==> config.mk <==
export PLATFORM = sky130hd
export DESIGN_NAME = vector_list_writer
export DESIGN_NICKNAME = d
export VERILOG_FILES = /design/src/rtl/vector_list_writer_pkg.sv /design/src/rtl/vector_list_writer.sv
export SDC_FILE = /design/constraint.sdc
export NUM_CORES = 1
export LEC_CHECK = 0
export CAP_MARGIN = 20
export CORE_UTILIZATION = 47
export DETAILED_ROUTE_END_ITERATION = 16
export PLACE_DENSITY = 0.86
export RECOVER_POWER = 100
export SETUP_SLACK_MARGIN = 0.02
export SLEW_MARGIN = 20
export SYNTH_ARGS = -nofsm -noshare
export SYNTH_HDL_FRONTEND = slang
export SYNTH_SLANG_ARGS = --single-unit
==> constraint.sdc <==
create_clock -name clk -period 2.3 [get_ports clk]
set_input_delay 0.46 -clock clk [delete_from_list [all_inputs] [get_ports clk]]
set_output_delay 0.46 -clock clk [all_outputs]
set_load 0.03 [all_outputs]
==> src/rtl/vector_list_writer_pkg.sv <==
// Shared types and constants for the linked-list vector image writer.
// Node layout: link word at the node address, data word right after it.
package vnlp_pkg;

    typedef enum logic [2:0] {
        IDLE,
        ACCEPT,
        WR_DATA,
        WR_LINK,
        DONE
    } state_t;

    localparam int LINK_OFS   = 0;
    localparam int DATA_OFS   = 1;
    localparam int NODE_WORDS = 2;
    localparam int NULL_PTR   = 0;

    // Largest list that fits both the count register and the memory above base.
    function automatic int max_nodes(input int len_bits, input int addr_width, input int base);
        longint by_len;
        longint by_addr;
        by_len  = (longint'(1) << len_bits) - 1;
        by_addr = ((longint'(1) << addr_width) - longint'(base)) / NODE_WORDS;
        return int'((by_len < by_addr) ? by_len : by_addr);
    endfunction

endpackage

==> src/rtl/vector_list_writer.sv <==
// Builds a null-terminated linked list of two-word nodes in vector memory
// from a valid/ready element stream, then reports head address and length.
module vector_list_writer
    import vnlp_pkg::*;
#(
    parameter int word_size = 24,
    parameter int addr_bits = 9,
    parameter int len_size  = 8,
    parameter int base_addr = 0
) (
    input  logic                 clk,
    input  logic                 rst,
    input  logic                 start,
    input  logic [word_size-1:0] in_data,
    input  logic                 in_valid,
    input  logic                 in_last,
    output logic                 in_ready,
    output logic                 wr_en,
    output logic [addr_bits-1:0] wr_addr,
    output logic [word_size-1:0] wr_data,
    output logic [addr_bits-1:0] head,
    output logic [len_size-1:0]  len,
    output logic                 busy,
    output logic                 done,
    output logic                 overflow
);

    localparam logic [addr_bits-1:0] BASE    = addr_bits'(base_addr);
    localparam logic [len_size-1:0]  MAX_LEN = len_size'(max_nodes(len_size, addr_bits, base_addr));

    state_t               state_q, state_d;
    logic [addr_bits-1:0] ptr_q, ptr_d;
    logic                 last_q, last_d;
    logic                 in_ready_q, in_ready_d;
    logic                 wr_en_q, wr_en_d;
    logic [addr_bits-1:0] wr_addr_q, wr_addr_d;
    logic [word_size-1:0] wr_data_q, wr_data_d;
    logic [addr_bits-1:0] head_q, head_d;
    logic [len_size-1:0]  len_q, len_d;
    logic                 busy_q, busy_d;
    logic                 done_q, done_d;
    logic                 overflow_q, overflow_d;
    logic                 end_after_data;
    logic                 end_now;

    // In WR_DATA the count has not yet been bumped; in WR_LINK it has.
    assign end_after_data = last_q || ((len_q + len_size'(1)) == MAX_LEN);
    assign end_now        = last_q || (len_q == MAX_LEN);

    always_comb begin
        state_d    = state_q;
        ptr_d      = ptr_q;
        last_d     = last_q;
        in_ready_d = 1'b0;
        wr_en_d    = 1'b0;
        wr_addr_d  = wr_addr_q;
        wr_data_d  = wr_data_q;
        head_d     = head_q;
        len_d      = len_q;
        busy_d     = busy_q;
        done_d     = done_q;
        overflow_d = overflow_q;

        case (state_q)
            IDLE, DONE: begin
                if (start) begin
                    state_d    = ACCEPT;
                    ptr_d      = BASE;
                    len_d      = '0;
                    done_d     = 1'b0;
                    overflow_d = 1'b0;
                    busy_d     = 1'b1;
                    in_ready_d = 1'b1;
                end
            end
            ACCEPT: begin
                in_ready_d = 1'b1;
                if (in_valid && in_ready_q) begin
                    in_ready_d = 1'b0;
                    last_d     = in_last;
                    state_d    = WR_DATA;
                    wr_en_d    = 1'b1;
                    wr_addr_d  = ptr_q + addr_bits'(DATA_OFS);
                    wr_data_d  = in_data;
                end
            end
            WR_DATA: begin
                state_d   = WR_LINK;
                len_d     = len_q + len_size'(1);
                wr_en_d   = 1'b1;
                wr_addr_d = ptr_q + addr_bits'(LINK_OFS);
                wr_data_d = end_after_data ? word_size'(NULL_PTR)
                                           : word_size'(ptr_q + addr_bits'(NODE_WORDS));
            end
            WR_LINK: begin
                if (end_now) begin
                    state_d    = DONE;
                    busy_d     = 1'b0;
                    done_d     = 1'b1;
                    head_d     = BASE;
                    overflow_d = !last_q;
                end else begin
                    state_d    = ACCEPT;
                    ptr_d      = ptr_q + addr_bits'(NODE_WORDS);
                    in_ready_d = 1'b1;
                end
            end
            default: state_d = IDLE;
        endcase
    end

    always_ff @(posedge clk or posedge rst) begin
        if (rst) begin
            state_q    <= IDLE;
            ptr_q      <= '0;
            last_q     <= 1'b0;
            in_ready_q <= 1'b0;
            wr_en_q    <= 1'b0;
            wr_addr_q  <= '0;
            wr_data_q  <= '0;
            head_q     <= '0;
            len_q      <= '0;
            busy_q     <= 1'b0;
            done_q     <= 1'b0;
            overflow_q <= 1'b0;
        end else begin
            state_q    <= state_d;
            ptr_q      <= ptr_d;
            last_q     <= last_d;
            in_ready_q <= in_ready_d;
            wr_en_q    <= wr_en_d;
            wr_addr_q  <= wr_addr_d;
            wr_data_q  <= wr_data_d;
            head_q     <= head_d;
            len_q      <= len_d;
            busy_q     <= busy_d;
            done_q     <= done_d;
            overflow_q <= overflow_d;
        end
    end

    assign in_ready = in_ready_q;
    assign wr_en    = wr_en_q;
    assign wr_addr  = wr_addr_q;
    assign wr_data  = wr_data_q;
    assign head     = head_q;
    assign len      = len_q;
    assign busy     = busy_q;
    assign done     = done_q;
    assign overflow = overflow_q;

endmodule

==> results of run 1 <==
layer usage:
metal	up-vias	track usage, %	routed length (microns)	part of all wire [%]
li1	1088	-	-	-
met1	1083	27.75	2844	43
met2	94	37.93	3220	49
met3	11	6.057	424	6.4
met4	0	8.727	100	1.5
met5	-	0	0	0
final cells by class:
cell class | count | area (sq um) | share of cell area, %
Clock buffer | 10 | 137.6 | 3.642
Inverter | 7 | 26.28 | 0.6954
Multi-Input combinational cell | 193 | 1197 | 31.69
Tap cell | 72 | 90.09 | 2.384
Timing Repair Buffer | 85 | 809.5 | 21.42
Sequential cell | 58 | 1451 | 38.41
Clock inverter | 6 | 66.31 | 1.755
flip-flops by register name, indices dropped and copies added (netlist names):
signal,count
wr_addr,9
busy,1
done,1
in_ready,1
len,8
wr_data,24
last_q,1
ptr_q,8
state_q,3
wr_en,1
overflow,1
how the worst max path moves through the flow:
stage                from          end  slack [ns]
2_1_floorplan      len[0]   wr_data[3]        0.37
3_3_place_gp     in_valid   wr_data[8]        0.27
3_5_place_dp     in_valid   wr_data[7]        0.20
4_1_cts            len[3]       len[3]        0.22
5_1_grt        state_q[1]  wr_data[20]        0.09
6_report           len[3]       len[3]        0.19
logic make-up (layout without fill, tap and decap cells):
logic type | count (synthesis) | in the layout | share of synthesized area (%)
flops | 58 | 58 | 51.56
other cells | 1 | 9 | 0.1332
fa+ha+maj | 3 | 3 | 1.333
simple gates | 91 | 91 | 16.36
xor+xnor | 10 | 10 | 3.111
mux | 18 | 18 | 6.800
buf+inv | 28 | 108 | 6.133
compound gates | 62 | 62 | 14.58
power by group:
part,internal (mW),switching [mW]
logic,0.747,1.21
registers,1.32,0.236
clock network,0.529,0.420
placed cells by master (no fill, tap or decap), types with 2 or more instances in the layout:
master	Yosys	routed
dlygate4sd3_1	0	48
dfrtp_1	58	58
buf_4	13	7
o31ai_1	4	4
o41ai_1	2	2
ha_1	3	3
clkbuf_1	3	3
o32ai_1	5	5
clkinvlp_4	0	3
mux2i_1	9	9
mux2_2	9	9
nor2b_1	1	2
and2_0	2	3
o22ai_1	2	2
nand2_1	46	46
xor2_1	5	5
xnor2_1	5	5
nand3_1	11	11
conb_1	1	9
a21oi_1	3	4
clkbuf_8	0	10
nor2_1	11	12
o21ai_0	38	38
inv_1	7	7
nand2b_1	5	5
clkdlybuf4s50_1	0	26
and3_1	3	3
==> impl_metrics.yaml, run 1 <==
worst_setup_path:
  r2r_slack_ns: 0.27
  rr_endpoint: "wr_data[0]"
  crit_buf_inv: 1
  critPathLaunchType: "flop"
  path_cells: "dlygate4sd3_1"
  reg2reg_from: "state_q[1]"
  worstPathRequired_ns: 1.84
  cp_slowest_cell: "dlygate4sd3_1"
  slowest_delay_ns: 0.79
  cp_num_cells: 1
  cp_max_fo: 8
  worstSetupPathType: "flop to output port"
  crit_arrival_ns: 1.65
  critical_path.top_delay_family: "buffers and inverters"
  rr_worst_depth: 6
  crit_path_end_kind: "output port"
sta:
  skew_ns: 0.006936
  drv_slew: 0
  finalSetupTns_ns: 0
  timing.final.ws_setup_ns: 0.1859
  fin_crit_sh_pct: 91.92
  clock.fmax_mhz: 473.0
  period_needed_ns: 2.114
  maxSlewHeadroom_pct: 54.57
  grt_setup_unrepaired: "no"
  hold_viol: 0
  whs_ns: 0.4856
  tightest_slew_ns: 0.6815
  finalSetupViolCount: 0
yosys:
  synth-async-reset-ratio_pct: 100.0
  yosysTopAreaCell: "dfrtp_1"
  synth-edff-count: 0
  netlist_top_cells_area: "dfrtp_1, o21ai_0, nand2_1"
  synth_flop_cell: "dfrtp_1"
  yosys-top-cells-count: "dfrtp_1, nand2_1, o21ai_0, buf_4"
  synth_top_area_share_pct: 51.56
  avgSynthCellArea_sq_um: 10.39
  yosysWarnings: 0
  netlist_area_sq_um: 2815
  synth.distinct_cells: 44
  seq_area_frac_synth_pct: 51.56
  ys_seq_elements: 58
  syn_inst: 271
  synth_most_common_cell: "dfrtp_1"
layout:
  fillers: 447
  final_core_util_pct: 66.98
  fin_nets: 386
  area_growth_pct: 34.22
  antenna_cells: 0
  stdcell_count: 431
  drive_gt1_share_pct: 11.42
  fin_area_sq_um: 3779
hold_path:
  min_from: "done"
  hold_end: "done"
  worstHoldPathType: "flop to flop"
  holdPathStages: 1
cts:
  ctsResizeCount: 0
  cts_tree: "done"
  root_buffer: "clkbuf_8"
  clk_pin_slew_ns: 0.07
  cts_max_level: 3
  cts_setup_buffers: 0
  cts_max_path_buffers: 2
  numCtsBuffers: 9
  clock_insertion_delay_worst_skew_ns: 0.33
  postCtsHoldBufs: 0
  cts.sinks: 58
floorplan:
  fp-row-count: 27
  die_h_microns: 79.40
  coreArea_sq_um: 5642
  io_pins: 84
  initial_core_util_pct: 49.90
  die_w_microns: 79.40
  dieArea_sq_um: 6304
grt:
  overflow: 0
  grtUsageTotal_pct: 22.62
  grt_pass1_wl_microns: 10690
  grt_pass1_vias: 2276
  grt_antenna_before_repair: 0
  grt_max_degree: 29
flow_run:
  timing.max_cap.violations: 0
place:
  hpwlAfterDp_microns: 4750
  placed_cell_area_sq_um: 3625
  place_congestion: 0.8218
  dpl_worst_slack_ns: 0.1998
  placed_cells: 415
  io_buffers: 74
route:
  routed_wl_microns: 6589
  wl_per_cell_microns: 15.29
  ant_nets: 0
  drtPass1Iterations: 4
  drt-initial-drc-count: 135
  drc_errors: 0
  vias: 2276
  vias_per_cell: 5.281
power_and_ir_drop:
  fin_total_pwr_mw: 4.468
  cellPowerDensity_nw_per_um2: 1183
  peakVddDrop_uv: 870.4
  p_leak_nw: 1.718
outcome:
  status: "finished, final reports clean"
No activity file was read; power rests on OpenSTA's default activity.
==> run 2: changes to the inputs <==
--- a/config.mk
+++ b/config.mk
@@ -8,7 +8,7 @@
 export CAP_MARGIN = 20
 export CORE_UTILIZATION = 47
 export DETAILED_ROUTE_END_ITERATION = 16
-export PLACE_DENSITY = 0.86
+export PLACE_DENSITY = 0.8
 export RECOVER_POWER = 100
 export SETUP_SLACK_MARGIN = 0.02
 export SLEW_MARGIN = 20
==> run 2 against run 1 <==
Effect of this change:
- die area unchanged
- largest cell class unchanged
- combinational power about the same
- highest routed layer unchanged
- total power increased by 4.4%
- critical endpoint is now ptr_q[3]
- sequential power about the same
- via count unchanged
- worst setup slack improved by 0.0057 ns
- largest power group unchanged
==> impl_metrics.yaml, run 2 (same netlist as run 1, synthesis figures left out) <==
outcome:
  status: "finished, final reports clean"
grt:
  overflow: 0
  grt_max_degree: 30
  grt_pass1_wl_microns: 10620
  grt_pass1_vias: 2208
  grtUsageTotal_pct: 22.33
  grt_antenna_before_repair: 0
layout:
  fin_area_sq_um: 3819
  fin_nets: 384
  fillers: 464
  largest_reg_flops: 24
  antenna_cells: 0
  stdcell_count: 429
  drive_gt1_share_pct: 10.92
  final_cell_mix: "dfrtp_1, dlygate4sd3_1, nand2_1"
  final_common_cell: "dfrtp_1"
  area_growth_pct: 35.64
  final_core_util_pct: 67.69
sta:
  maxSlewHeadroom_pct: 51.50
  grt_setup_unrepaired: "no"
  hold_viol: 0
  fin_crit_sh_pct: 91.67
  clock.fmax_mhz: 474.3
  finalSetupViolCount: 0
  skew_ns: 0.01235
  finalSetupTns_ns: 0
  tightest_slew_ns: 0.7267
  drv_slew: 0
  timing.final.ws_setup_ns: 0.1917
  period_needed_ns: 2.108
  whs_ns: 0.4735
route:
  ant_nets: 0
  drt-initial-drc-count: 199
  wl_per_cell_microns: 14.89
  vias_per_cell: 5.305
  routed_wl_microns: 6386
  vias: 2276
  drtPass1Iterations: 4
  drc_errors: 0
worst_setup_path:
  crit_arrival_ns: 2.30
  cp_max_fo: 10
  worstPathRequired_ns: 2.49
  worstSetupPathType: "flop to flop"
  crit_path_end_kind: "flop"
  critPathLaunchType: "flop"
flow_run:
  timing.max_cap.violations: 0
place:
  hpwlAfterDp_microns: 4679
  placed_cells: 413
  io_buffers: 74
  place_congestion: 0.8084
  dpl_worst_slack_ns: 0.1689
  placed_cell_area_sq_um: 3622
cts:
  clock_insertion_delay_worst_skew_ns: 0.33
  cts_tree: "done"
  clk_pin_slew_ns: 0.07
  ctsResizeCount: 0
  cts_max_path_buffers: 2
  cts_max_level: 3
  numCtsBuffers: 9
  postCtsHoldBufs: 0
  root_buffer: "clkbuf_8"
  cts_setup_buffers: 0
  cts.sinks: 58
floorplan:
  coreArea_sq_um: 5642
  die_h_microns: 79.40
  initial_core_util_pct: 49.90
  io_pins: 84
  die_w_microns: 79.40
  dieArea_sq_um: 6304
  fp-row-count: 27
power_and_ir_drop:
  p_leak_nw: 1.744
  peakVddDrop_uv: 700.1
  fin_total_pwr_mw: 4.663
  cellPowerDensity_nw_per_um2: 1221
hold_path:
  worstHoldPathType: "flop to flop"
## run 2: layer usage
metal  track usage [%]  vias to the layer above  routed length (microns)
met4             9.273                        0                      109
met5                 0                        -                        0
li1                  -                     1083                        -
met1             30.20                     1107                     2936
met2             35.17                       75                     3021
met3             4.343                       11                      318
## run 2: worst paths after layout
| path | slack (ns) | end | from | cells after the start |
|---|---|---|---|---|
| setup reg to reg | 0.19 | ptr_q[3] | len[0] | 7 |
| hold reg to reg | 0.47 | wr_addr[0] | wr_addr[0] | 2 |
| hold / removal | 0.47 | wr_addr[0] | wr_addr[0] | 2 |
| max in group asynchronous | 0.65 | ptr_q[2] | rst | 3 |
| setup / recovery | 0.19 | ptr_q[3] | len[0] | 7 |
| min in group asynchronous | 0.68 | wr_data[9] | rst | 2 |
## run 2: critical path, cell delays in order (launching register included)
cell and delay [ns]:
dfrtp_1 0.45, ha_1 0.35, nand3_1 0.18, o2111ai_4 0.36, clkbuf_1 0.33, nor2_1 0.07
o21ai_0 0.13, o21ai_0 0.10
## run 2: power by group
group	switching, mW	total [mW]	internal (mW)
Sequential	0.237	1.56	1.32
Clock	0.401	1.15	0.753
Combinational	1.20	1.95	0.751
Total	1.84	4.66	2.83
## run 2: cell type report
type / count / area, sq um / share of cell area [%]
multi-input combinational: 193 / 1197 / 31.36
sequential: 58 / 1451 / 38.01
inverter: 7 / 26.28 / 0.6881
tap: 72 / 90.09 / 2.359
timing repair buffer: 83 / 809.5 / 21.20
clock inverter: 4 / 98.84 / 2.588
clock buffer: 12 / 145.1 / 3.801
